--- src/rtl/hazard_scheduler_if.sv ---
// Hazard scheduler bundle: decoded pipeline fields in,
// stall/flush/forward controls out.
interface hazard_scheduler_if #(
  parameter int CNT_W = 16
);
  logic [4:0]       rs1_d;
  logic [4:0]       rs2_d;
  logic [4:0]       rs1_e;
  logic [4:0]       rs2_e;
  logic [4:0]       rd_e;
  logic [4:0]       rd_m;
  logic [4:0]       rd_w;
  logic             regwrite_e;
  logic             regwrite_m;
  logic             regwrite_w;
  logic             wb_sel_e;
  logic             pc_src_e;
  logic             dmem_req_m;
  logic             dmem_ready;
  logic             stall_f;
  logic             stall_d;
  logic             stall_e;
  logic             stall_m;
  logic             flush_d;
  logic             flush_e;
  logic             flush_w;
  logic [1:0]       fwd_a_e;
  logic [1:0]       fwd_b_e;
  logic             mem_timeout;
  logic [CNT_W-1:0] stall_cnt;

  modport master (
    output rs1_d, rs2_d, rs1_e, rs2_e,
    output rd_e, rd_m, rd_w,
    output regwrite_e, regwrite_m, regwrite_w,
    output wb_sel_e, pc_src_e,
    output dmem_req_m, dmem_ready,
    input  stall_f, stall_d, stall_e, stall_m,
    input  flush_d, flush_e, flush_w,
    input  fwd_a_e, fwd_b_e,
    input  mem_timeout, stall_cnt
  );

  modport slave (
    input  rs1_d, rs2_d, rs1_e, rs2_e,
    input  rd_e, rd_m, rd_w,
    input  regwrite_e, regwrite_m, regwrite_w,
    input  wb_sel_e, pc_src_e,
    input  dmem_req_m, dmem_ready,
    output stall_f, stall_d, stall_e, stall_m,
    output flush_d, flush_e, flush_w,
    output fwd_a_e, fwd_b_e,
    output mem_timeout, stall_cnt
  );
endinterface

--- src/rtl/hazard_scheduler.sv ---
// Stall/flush/forward sequencing for the 5-stage RV32I pipe:
// boot flush, dmem wait with timeout, stall-cycle counter.
module hazard_scheduler #(
  parameter int BOOT_CYCLES = 2,
  parameter int MAX_WAIT    = 15,
  parameter int CNT_W       = 16
) (
  input logic               clk,
  input logic               rst_n,
  hazard_scheduler_if.slave bus
);
  localparam int BW = $clog2(BOOT_CYCLES + 1);
  localparam int WW = $clog2(MAX_WAIT + 1);
  localparam logic [BW-1:0] BOOT_LAST = BW'(BOOT_CYCLES - 1);
  localparam logic [WW-1:0] WAIT_MAX  = WW'(MAX_WAIT);
  localparam logic [WW-1:0] WAIT_PRE  = WW'(MAX_WAIT - 1);

  localparam logic [1:0] S_BOOT = 2'd0;
  localparam logic [1:0] S_RUN  = 2'd1;
  localparam logic [1:0] S_WAIT = 2'd2;

  logic [1:0]       r_state;
  logic [BW-1:0]    r_boot;
  logic [WW-1:0]    r_wait;
  logic             r_timeout;
  logic [CNT_W-1:0] r_cnt;

  logic       w_mem;
  logic       w_lu;
  logic       w_hold;
  logic       w_rules;
  logic [1:0] w_next;
  logic       w_sf, w_sd, w_se, w_sm;
  logic       w_fd, w_fe, w_fw;

  assign w_mem = bus.dmem_req_m & ~bus.dmem_ready;
  assign w_lu  = bus.wb_sel_e & bus.regwrite_e
               & (bus.rd_e != 5'd0)
               & ((bus.rd_e == bus.rs1_d)
               | (bus.rd_e == bus.rs2_d));

  assign w_hold  = ((r_state == S_RUN) & w_mem)
                 | ((r_state == S_WAIT) & ~bus.dmem_ready);
  assign w_rules = ((r_state == S_RUN) & ~w_mem)
                 | ((r_state == S_WAIT) & bus.dmem_ready);

  always_comb begin
    w_sf   = 1'b0;
    w_sd   = 1'b0;
    w_se   = 1'b0;
    w_sm   = 1'b0;
    w_fd   = 1'b0;
    w_fe   = 1'b0;
    w_fw   = 1'b0;
    w_next = r_state;
    unique case (1'b1)
      (r_state == S_BOOT): begin
        w_sf = 1'b1;
        w_fd = 1'b1;
        w_fe = 1'b1;
        w_fw = 1'b1;
        if (r_boot == BOOT_LAST) w_next = S_RUN;
      end
      w_hold: begin
        w_sf   = 1'b1;
        w_sd   = 1'b1;
        w_se   = 1'b1;
        w_sm   = 1'b1;
        w_fw   = 1'b1;
        w_next = S_WAIT;
      end
      w_rules: begin
        // a redirect squashes D anyway, so load-use is moot
        if (bus.pc_src_e) begin
          w_fd = 1'b1;
          w_fe = 1'b1;
        end else if (w_lu) begin
          w_sf = 1'b1;
          w_sd = 1'b1;
          w_fe = 1'b1;
        end
        w_next = S_RUN;
      end
      default: w_next = S_BOOT;
    endcase
  end

  function automatic logic [1:0] fwd_sel(
    input logic [4:0] x,
    input logic       we_m,
    input logic [4:0] rd_m,
    input logic       we_w,
    input logic [4:0] rd_w
  );
    if (we_m && rd_m != 5'd0 && rd_m == x)
      return 2'b10;
    if (we_w && rd_w != 5'd0 && rd_w == x)
      return 2'b01;
    return 2'b00;
  endfunction

  assign bus.fwd_a_e = fwd_sel(bus.rs1_e,
    bus.regwrite_m, bus.rd_m, bus.regwrite_w, bus.rd_w);
  assign bus.fwd_b_e = fwd_sel(bus.rs2_e,
    bus.regwrite_m, bus.rd_m, bus.regwrite_w, bus.rd_w);

  always_ff @(posedge clk or negedge rst_n) begin
    if (!rst_n) begin
      r_state   <= S_BOOT;
      r_boot    <= '0;
      r_wait    <= '0;
      r_timeout <= 1'b0;
      r_cnt     <= '0;
    end else begin
      r_state <= w_next;
      r_boot  <= (r_state == S_BOOT) ? r_boot + BW'(1) : '0;
      if ((r_state == S_RUN) & w_mem)
        r_wait <= WW'(1);
      else if (w_hold)
        r_wait <= (r_wait == WAIT_MAX) ? r_wait
                                       : r_wait + WW'(1);
      else
        r_wait <= '0;
      // flag on the edge where the count lands on MAX_WAIT
      if ((r_state == S_WAIT) & w_hold & (r_wait >= WAIT_PRE))
        r_timeout <= 1'b1;
      if (w_sf & (r_state != S_BOOT) & (r_cnt != '1))
        r_cnt <= r_cnt + CNT_W'(1);
    end
  end

  assign bus.stall_f     = w_sf;
  assign bus.stall_d     = w_sd;
  assign bus.stall_e     = w_se;
  assign bus.stall_m     = w_sm;
  assign bus.flush_d     = w_fd;
  assign bus.flush_e     = w_fe;
  assign bus.flush_w     = w_fw;
  assign bus.mem_timeout = r_timeout;
  assign bus.stall_cnt   = r_cnt;
endmodule

--- src/flat_wrapper.sv ---
// flat-port wrapper written by rule: the top's interface ports become plain ports
module hazard_scheduler_flat 
#(
  parameter int BOOT_CYCLES = 2,
  parameter int MAX_WAIT    = 15,
  parameter int CNT_W       = 16
)
  (clk, rst_n, bus_rs1_d, bus_rs2_d, bus_rs1_e, bus_rs2_e, bus_rd_e, bus_rd_m, bus_rd_w, bus_regwrite_e, bus_regwrite_m, bus_regwrite_w, bus_wb_sel_e, bus_pc_src_e, bus_dmem_req_m, bus_dmem_ready, bus_stall_f, bus_stall_d, bus_stall_e, bus_stall_m, bus_flush_d, bus_flush_e, bus_flush_w, bus_fwd_a_e, bus_fwd_b_e, bus_mem_timeout, bus_stall_cnt);
  hazard_scheduler_if #(.CNT_W(CNT_W)) bus_i ();
  input logic clk;
  input logic rst_n;
  input wire logic [$bits(bus_i.rs1_d)-1:0] bus_rs1_d;
  input wire logic [$bits(bus_i.rs2_d)-1:0] bus_rs2_d;
  input wire logic [$bits(bus_i.rs1_e)-1:0] bus_rs1_e;
  input wire logic [$bits(bus_i.rs2_e)-1:0] bus_rs2_e;
  input wire logic [$bits(bus_i.rd_e)-1:0] bus_rd_e;
  input wire logic [$bits(bus_i.rd_m)-1:0] bus_rd_m;
  input wire logic [$bits(bus_i.rd_w)-1:0] bus_rd_w;
  input wire logic [$bits(bus_i.regwrite_e)-1:0] bus_regwrite_e;
  input wire logic [$bits(bus_i.regwrite_m)-1:0] bus_regwrite_m;
  input wire logic [$bits(bus_i.regwrite_w)-1:0] bus_regwrite_w;
  input wire logic [$bits(bus_i.wb_sel_e)-1:0] bus_wb_sel_e;
  input wire logic [$bits(bus_i.pc_src_e)-1:0] bus_pc_src_e;
  input wire logic [$bits(bus_i.dmem_req_m)-1:0] bus_dmem_req_m;
  input wire logic [$bits(bus_i.dmem_ready)-1:0] bus_dmem_ready;
  output wire logic [$bits(bus_i.stall_f)-1:0] bus_stall_f;
  output wire logic [$bits(bus_i.stall_d)-1:0] bus_stall_d;
  output wire logic [$bits(bus_i.stall_e)-1:0] bus_stall_e;
  output wire logic [$bits(bus_i.stall_m)-1:0] bus_stall_m;
  output wire logic [$bits(bus_i.flush_d)-1:0] bus_flush_d;
  output wire logic [$bits(bus_i.flush_e)-1:0] bus_flush_e;
  output wire logic [$bits(bus_i.flush_w)-1:0] bus_flush_w;
  output wire logic [$bits(bus_i.fwd_a_e)-1:0] bus_fwd_a_e;
  output wire logic [$bits(bus_i.fwd_b_e)-1:0] bus_fwd_b_e;
  output wire logic [$bits(bus_i.mem_timeout)-1:0] bus_mem_timeout;
  output wire logic [$bits(bus_i.stall_cnt)-1:0] bus_stall_cnt;
  assign bus_i.rs1_d = bus_rs1_d;
  assign bus_i.rs2_d = bus_rs2_d;
  assign bus_i.rs1_e = bus_rs1_e;
  assign bus_i.rs2_e = bus_rs2_e;
  assign bus_i.rd_e = bus_rd_e;
  assign bus_i.rd_m = bus_rd_m;
  assign bus_i.rd_w = bus_rd_w;
  assign bus_i.regwrite_e = bus_regwrite_e;
  assign bus_i.regwrite_m = bus_regwrite_m;
  assign bus_i.regwrite_w = bus_regwrite_w;
  assign bus_i.wb_sel_e = bus_wb_sel_e;
  assign bus_i.pc_src_e = bus_pc_src_e;
  assign bus_i.dmem_req_m = bus_dmem_req_m;
  assign bus_i.dmem_ready = bus_dmem_ready;
  assign bus_stall_f = bus_i.stall_f;
  assign bus_stall_d = bus_i.stall_d;
  assign bus_stall_e = bus_i.stall_e;
  assign bus_stall_m = bus_i.stall_m;
  assign bus_flush_d = bus_i.flush_d;
  assign bus_flush_e = bus_i.flush_e;
  assign bus_flush_w = bus_i.flush_w;
  assign bus_fwd_a_e = bus_i.fwd_a_e;
  assign bus_fwd_b_e = bus_i.fwd_b_e;
  assign bus_mem_timeout = bus_i.mem_timeout;
  assign bus_stall_cnt = bus_i.stall_cnt;
  hazard_scheduler #(.BOOT_CYCLES(BOOT_CYCLES), .MAX_WAIT(MAX_WAIT), .CNT_W(CNT_W)) u_core (.clk(clk), .rst_n(rst_n), .bus(bus_i));
endmodule
--- config.mk ---
export PLATFORM = sky130hd
export DESIGN_NAME = hazard_scheduler_flat
export DESIGN_NICKNAME = d
export VERILOG_FILES = /design/src/rtl/hazard_scheduler_if.sv /design/src/rtl/hazard_scheduler.sv /design/src/flat_wrapper.sv
export SDC_FILE = /design/constraint.sdc
export NUM_CORES = 1
export LEC_CHECK = 0
export ABC_AREA = 1
export CORE_MARGIN = 4
export CORE_UTILIZATION = 43
export DETAILED_ROUTE_END_ITERATION = 6
export PLACE_DENSITY = 0.77
export SKIP_CTS_REPAIR_TIMING = 1
export SLEW_MARGIN = 20
export SYNTH_ARGS = -nofsm -noshare
export SYNTH_HDL_FRONTEND = slang
export SYNTH_SLANG_ARGS = --single-unit
--- constraint.sdc ---
create_clock -name clk -period 3.91 [get_ports clk]
set_input_delay 0.782 -clock clk [delete_from_list [all_inputs] [get_ports clk]]
set_output_delay 0.782 -clock clk [all_outputs]
set_load 0.03 [all_outputs]
==> results of run 1 <==
-- power by group through the flow --
stage	clock network (W)	registers (W)	logic, W
CTS	0.000157	0.000332	0.000500
global placement	0	0.000336	0.000492
finish	0.000154	0.000332	0.000492
global route	0.000170	0.000340	0.000537
detailed placement	0	0.000338	0.000499
floorplan	0	0.000367	0.000274
-- logic make-up (layout without fill, tap and decap cells) --
family / Yosys count / count (layout) / share of synthesized area (%)
and+or+nand+nor: 169 / 169 / 39.26
buffers and inverters: 43 / 115 / 9.560
xor gates and xnor gates: 31 / 31 / 13.83
DFF: 25 / 25 / 31.87
AOI/OAI and AO/OA: 9 / 9 / 2.932
adders and majority gates: 4 / 4 / 2.549
-- worst register-to-register path, cell delays in order (launching register included) --
cell     delay [ps]
dfrtp_1         410
ha_1            220
nand2_1         100
nor2_4          220
nand4_4         260
nand4_1         210
inv_1            70
nand3_1          80
nand2_1          50
-- worst max-delay path by stage --
stage,to,cells after the start
global route,bus_fwd_b_e[1],6
CTS,bus_fwd_b_e[1],6
finish,bus_fwd_a_e[1],6
floorplan,bus_fwd_a_e[0],3
detailed placement,bus_stall_f,10
global placement,bus_fwd_a_e[1],6
-- area by class of cell --
cell class | instances | area share, %
Inverter | 39 | 5.333
Tap cell | 52 | 2.370
Multi-Input combinational cell | 213 | 41.89
Sequential cell | 25 | 22.79
Clock buffer | 4 | 1.641
Timing Repair Buffer | 72 | 25.98
-- layer usage --
layer	wire length [um]	vias to the layer above
li1	-	1026
met1	1911	863
met2	2361	47
met5	0	-
met4	68	0
met3	233	7
-- stage by stage --
step           total power (W)  util [%]
2_1_floorplan        0.0006414         -
3_3_place_gp         0.0008285     61.70
3_5_place_dp         0.0008371     61.59
4_1_cts              0.0009897     62.61
5_1_grt               0.001047     62.61
6_report             0.0009785     62.61
-- sequential cells by signal (all words and copies together) (netlist names) --
name and count:
u_core.bus.mem_timeout 1, u_core.bus.stall_cnt 16, u_core.r_boot 2, u_core.r_state 2
u_core.r_wait 4
-- cells in the final DEF, fill, tap and decap left out --
master | netlist | layout
o21ai_0 | 4 | 4
a311oi_1 | 1 | 1
nand2_4 | 2 | 2
clkbuf_8 | 0 | 3
xnor2_1 | 17 | 17
nor3_1 | 8 | 8
nor4_1 | 2 | 2
inv_2 | 3 | 3
nor2_4 | 4 | 4
nand4_4 | 1 | 1
dfrtp_1 | 25 | 25
buf_2 | 0 | 1
nor2_1 | 31 | 31
a31o_2 | 1 | 1
a21oi_1 | 1 | 1
nand3_2 | 2 | 2
nand4_1 | 2 | 2
nand2_1 | 84 | 84
o31ai_1 | 2 | 2
clkdlybuf4s50_1 | 0 | 70
buf_4 | 1 | 1
clkbuf_1 | 0 | 1
ha_1 | 4 | 4
nand3_1 | 33 | 33
inv_1 | 36 | 36
xor2_1 | 14 | 14
==> flow_summary.json, run 1 <==
{
  "grt_max_degree": 26,
  "post-route-period-util_pct": 88.34,
  "cts_tree": "done",
  "max_cap_viol_count": 0,
  "num_vias": 1943,
  "r2r-end": "u_core.bus.stall_cnt[11]",
  "stdcell_area_sq_mm": 0.002745,
  "grt_use_total_pct": 16.54,
  "use_met2_pct": 31.16,
  "drv_slew": 0,
  "crit_type": "in -> out",
  "max_stage_delay_ps": 760,
  "first_global_vias": 1814,
  "wl_per_cell_um": 11.30,
  "finalClockSkew_ps": 11.08,
  "synth_edf_count": 0,
  "multi_input_area_sq_mm": 0.001150,
  "firstDrtPassIters": 4,
  "pre_cts_ws_ps": 466.2,
  "tns_ps": 0,
  "rsz0062_at_grt": "false",
  "fp.dieW_um": 75.57,
  "antenna_left": 0,
  "ir_worst_vdd_v": 0.0001829,
  "met3_usage_pct": 2.902,
  "tightestPinTransition_ps": 561.6,
  "r2r_start": "u_core.bus.stall_cnt[0]",
  "max_clock_freq_mhz": 289.5,
  "pwr-share-comb_pct": 50.3,
  "dieHeight_um": 75.57,
  "r2r_slack_ps": 2190,
  "min_path_cells": 1,
  "drc": 0,
  "antenna_found_initial": 0,
  "crit_family": "buffers and inverters",
  "drive_above_1_share_pct": 5.099,
  "p_switching_w": 0.0004026,
  "clockRootBuffer": "clkbuf_8",
  "grt.busiest_layer": "met2",
  "synthesis.nets": 329,
  "yosysTopAreaCell": "dfrtp_1",
  "dpl-instance-area_sq_mm": 0.002700,
  "setup-violations-final": 0,
  "yosysWarningCount": 0,
  "async_reset_ff_share_pct": 100.0,
  "start_util_pct": 44.78,
  "clock-sinks": 25,
  "fill_cells": 421,
  "dp_hpwl_mm": 3.844,
  "fin_crit_ps": 3454,
  "port_buffers": 71,
  "switching_share_pct": 41.15,
  "final.setup.worst_slack_ps": 455.7,
  "syn_inst": 281,
  "yosysUniqueCellTypes": 23,
  "cp_data_required_time_ps": 3130,
  "diodes": 0,
  "clkPwrFrac_pct": 15.8,
  "end_kind": "output pin",
  "cp_slowest_cell": "clkdlybuf4s50_1",
  "syn_avg_cell_area_sq_um": 6.986,
  "path_cells": "clkdlybuf4s50_1, nor2_1, nand2_1, o21ai_0, nor4_1, clkdlybuf4s50_1",
  "startpoint_type": "input pin",
  "fp-row-count": 24,
  "whs_ps": 439.7,
  "dp.cells": 401,
  "drt-initial-drc-count": 54,
  "worstPathArrival_ps": 2670,
  "regArea_sq_um": 625.6,
  "syn_area_sq_mm": 0.001963,
  "ff2ff_path_depth": 8,
  "clk_latency_ps": 270,
  "met1_usage_pct": 18.97,
  "gp_congestion": 0.8183,
  "cts_buffer_depth": 2,
  "synthToLayoutAreaGrowth_pct": 39.83,
  "stdcell_count": 405,
  "synth_top_area_share_pct": 31.87,
  "cts_htree_levels": 1,
  "hold_viol": 0,
  "slew_headroom_pct": 62.56,
  "crit_path_start": "bus_rd_m[3]",
  "core_area_sq_mm": 0.004384,
  "nets": 402,
  "power_density_mw_per_mm2": 356.4,
  "seqPwrFrac_pct": 34.0,
  "crit_top_cell": "clkdlybuf4s50_1",
  "synthTopCellsByArea": "dfrtp_1, nand2_1, nand3_1",
  "p_int_w": 0.0005759,
  "critPathBufInv": 2,
  "avgViaCountPerCell": 4.798,
  "clk_pin_slew_worst_paths_ps": 80,
  "fp.dieArea_sq_mm": 0.005710,
  "min_from": "u_core.r_boot[0]",
  "io_pins": 72,
  "hold_class": "reg -> reg",
  "status": "finished clean",
  "wirelength_mm": 4.575,
  "path_max_fanout": 3,
  "grt_first_pass_wirelength_mm": 7.514,
  "synth_commonest_cells": "nand2_1, inv_1, nand3_1, nor2_1, dfrtp_1",
  "synthMostInstantiatedCell": "nand2_1",
  "leakage_nw": 1.309,
  "cts_buffers": 3,
  "synth_seq_cells": 25,
  "yosys_most_used_dff": "dfrtp_1",
  "ys_seq_area_share_pct": 31.87,
  "min_to": "u_core.r_boot[0]",
  "overflow": 0
}
Power figures use the tool's default switching activity.
==> inputs of run 2 (changes only) <==
CORE_MARGIN = unset   (was 4)
==> run 2 against run 1 <==
Routed wire length fell by 6.0%; worst hold slack better by 15 ps; count of clock-buffer cells in the layout shrank 1; non-clock buffer count unchanged; flip-flop and latch count did not move; utilization grew 0.086 points; clock power increased by 3%; final cell count stayed put; fmax grew 0.35%; global-route usage up 2.4 points; clock skew shrank 5.4 ps; power up 0.49%; largest power group unchanged.
==> flow_summary.json, run 2 (synthesis results as in run 1) <==
{
  "core_area_sq_mm": 0.004384,
  "hold_class": "reg -> reg",
  "num_vias": 1956,
  "fin_crit_ps": 3442,
  "cts_buffer_depth": 2,
  "clock-sinks": 25,
  "clockRootBuffer": "clkbuf_8",
  "post-route-period-util_pct": 88.03,
  "rsz0062_at_grt": "false",
  "met1_usage_pct": 21.70,
  "grt_use_total_pct": 18.95,
  "path_cells": "clkdlybuf4s50_1, inv_1, nand2_1, nand2_1, nor2_1, nand3_1, nand2_1, nand3_2, nand3_1, clkdlybuf4s50_1",
  "max_clock_freq_mhz": 290.5,
  "grt.busiest_layer": "met2",
  "wl_per_cell_um": 10.61,
  "crit_top_cell": "nand2_1",
  "max_cap_viol_count": 0,
  "end_kind": "output pin",
  "leakage_nw": 1.308,
  "final.setup.worst_slack_ps": 467.9,
  "clk_latency_ps": 270,
  "wirelength_mm": 4.299,
  "ir_worst_vdd_v": 0.0001206,
  "power_density_mw_per_mm2": 357.7,
  "nets": 402,
  "fill_cells": 401,
  "drv_slew": 0,
  "setup-violations-final": 0,
  "drt-initial-drc-count": 45,
  "cp_data_required_time_ps": 3130,
  "diodes": 0,
  "dp.cells": 401,
  "slew_headroom_pct": 62.89,
  "cts_buffers": 3,
  "worstPathArrival_ps": 2660,
  "tns_ps": 0,
  "crit_type": "in -> out",
  "dieHeight_um": 69.57,
  "final_common_cell": "nand2_1",
  "port_buffers": 71,
  "stdcell_count": 405,
  "first_global_vias": 1934,
  "dp_hpwl_mm": 3.552,
  "drive_above_1_share_pct": 5.382,
  "max_stage_delay_ps": 690,
  "status": "finished clean",
  "use_met2_pct": 36.57,
  "pre_cts_ws_ps": 451.6,
  "grt_first_pass_wirelength_mm": 7.610,
  "fp-row-count": 24,
  "finalPower_w": 0.0009833,
  "path_max_fanout": 3,
  "tightestPinTransition_ps": 556.7,
  "firstDrtPassIters": 4,
  "drc": 0,
  "cp_slowest_cell": "clkdlybuf4s50_1",
  "finalClockSkew_ps": 5.687,
  "grt_max_degree": 26,
  "startpoint_type": "input pin",
  "whs_ps": 454.4,
  "cts_tree": "done",
  "crit_family": "buffers and inverters",
  "cts_htree_levels": 1,
  "fp.dieArea_sq_mm": 0.004839,
  "io_pins": 72,
  "antenna_found_initial": 0,
  "final_cell_mix": "nand2_1, clkdlybuf4s50_1, inv_1",
  "synthToLayoutAreaGrowth_pct": 40.03,
  "start_util_pct": 44.78,
  "largest_reg_flops": 16,
  "met3_usage_pct": 4.215,
  "fp.dieW_um": 69.57,
  "overflow": 0,
  "hold_viol": 0,
  "gp_congestion": 0.8157,
  "antenna_left": 0,
  "avgViaCountPerCell": 4.830,
  "critPathBufInv": 3,
  "clk_pin_slew_worst_paths_ps": 90
}
## run 2: cell types whose count changed in the layout (fill, tap and decap cells not counted)
cell        previous run  this run
clkbuf_1               1         0
clkinvlp_4             0         1
## run 2: path summary, 6_finish.rpt
kind                                         start                       end  slack [ps]  cells past startpoint
setup / recovery                       bus_rd_e[2]               bus_stall_f         470                     10
hold / removal                    u_core.r_boot[0]          u_core.r_boot[0]         450                      1
setup reg to reg           u_core.bus.stall_cnt[1]  u_core.bus.stall_cnt[13]        2210                      8
hold reg to reg                   u_core.r_boot[0]          u_core.r_boot[0]         450                      1
max in group asynchronous                    rst_n          u_core.r_boot[0]        3050                      1
min in group asynchronous                    rst_n   u_core.bus.stall_cnt[4]         490                      1
## run 2: final cells by class
| cell class | instances | area, sq um | share of cell area [%] |
|---|---|---|---|
| Multi-Input combinational cell | 213 | 1150 | 41.83 |
| Timing Repair Buffer | 72 | 713.2 | 25.94 |
| Sequential cell | 25 | 625.6 | 22.76 |
| Inverter | 39 | 146.4 | 5.325 |
| Tap cell | 52 | 65.06 | 2.367 |
| Clock buffer | 3 | 41.29 | 1.502 |
| Clock inverter | 1 | 7.507 | 0.2731 |
## run 2: per-stage QoR
stage	util, %	area, sq um
after floorplan	-	1963
after global placement	61.70	2705
after detailed placement	61.59	2700
after CTS	62.70	2749
after global routing	62.70	2749
final	62.70	2749
## run 2: per-layer routing
metal  up-vias  share of wire, %
li1       1027                 -
met2        44                51
met4         0              0.58
met5         -                 0
met3         5               3.8
met1       880                44
## run 2: worst reg2reg max path, stage by stage, from the launching register on
cell and delay (ps):
dfrtp_1 400, ha_1 220, nand2_1 100, nor2_4 210, nand4_4 250, nand4_1 210
nor2_1 80, nand3_1 80, nand2_1 60
## run 2: where the power goes
group          internal [W]  leakage, nW  total (W)  switching (W)
registers          0.000296        0.335   0.000332      0.0000358
logic              0.000207        0.951   0.000494       0.000286
clock network     0.0000723       0.0217   0.000158      0.0000859
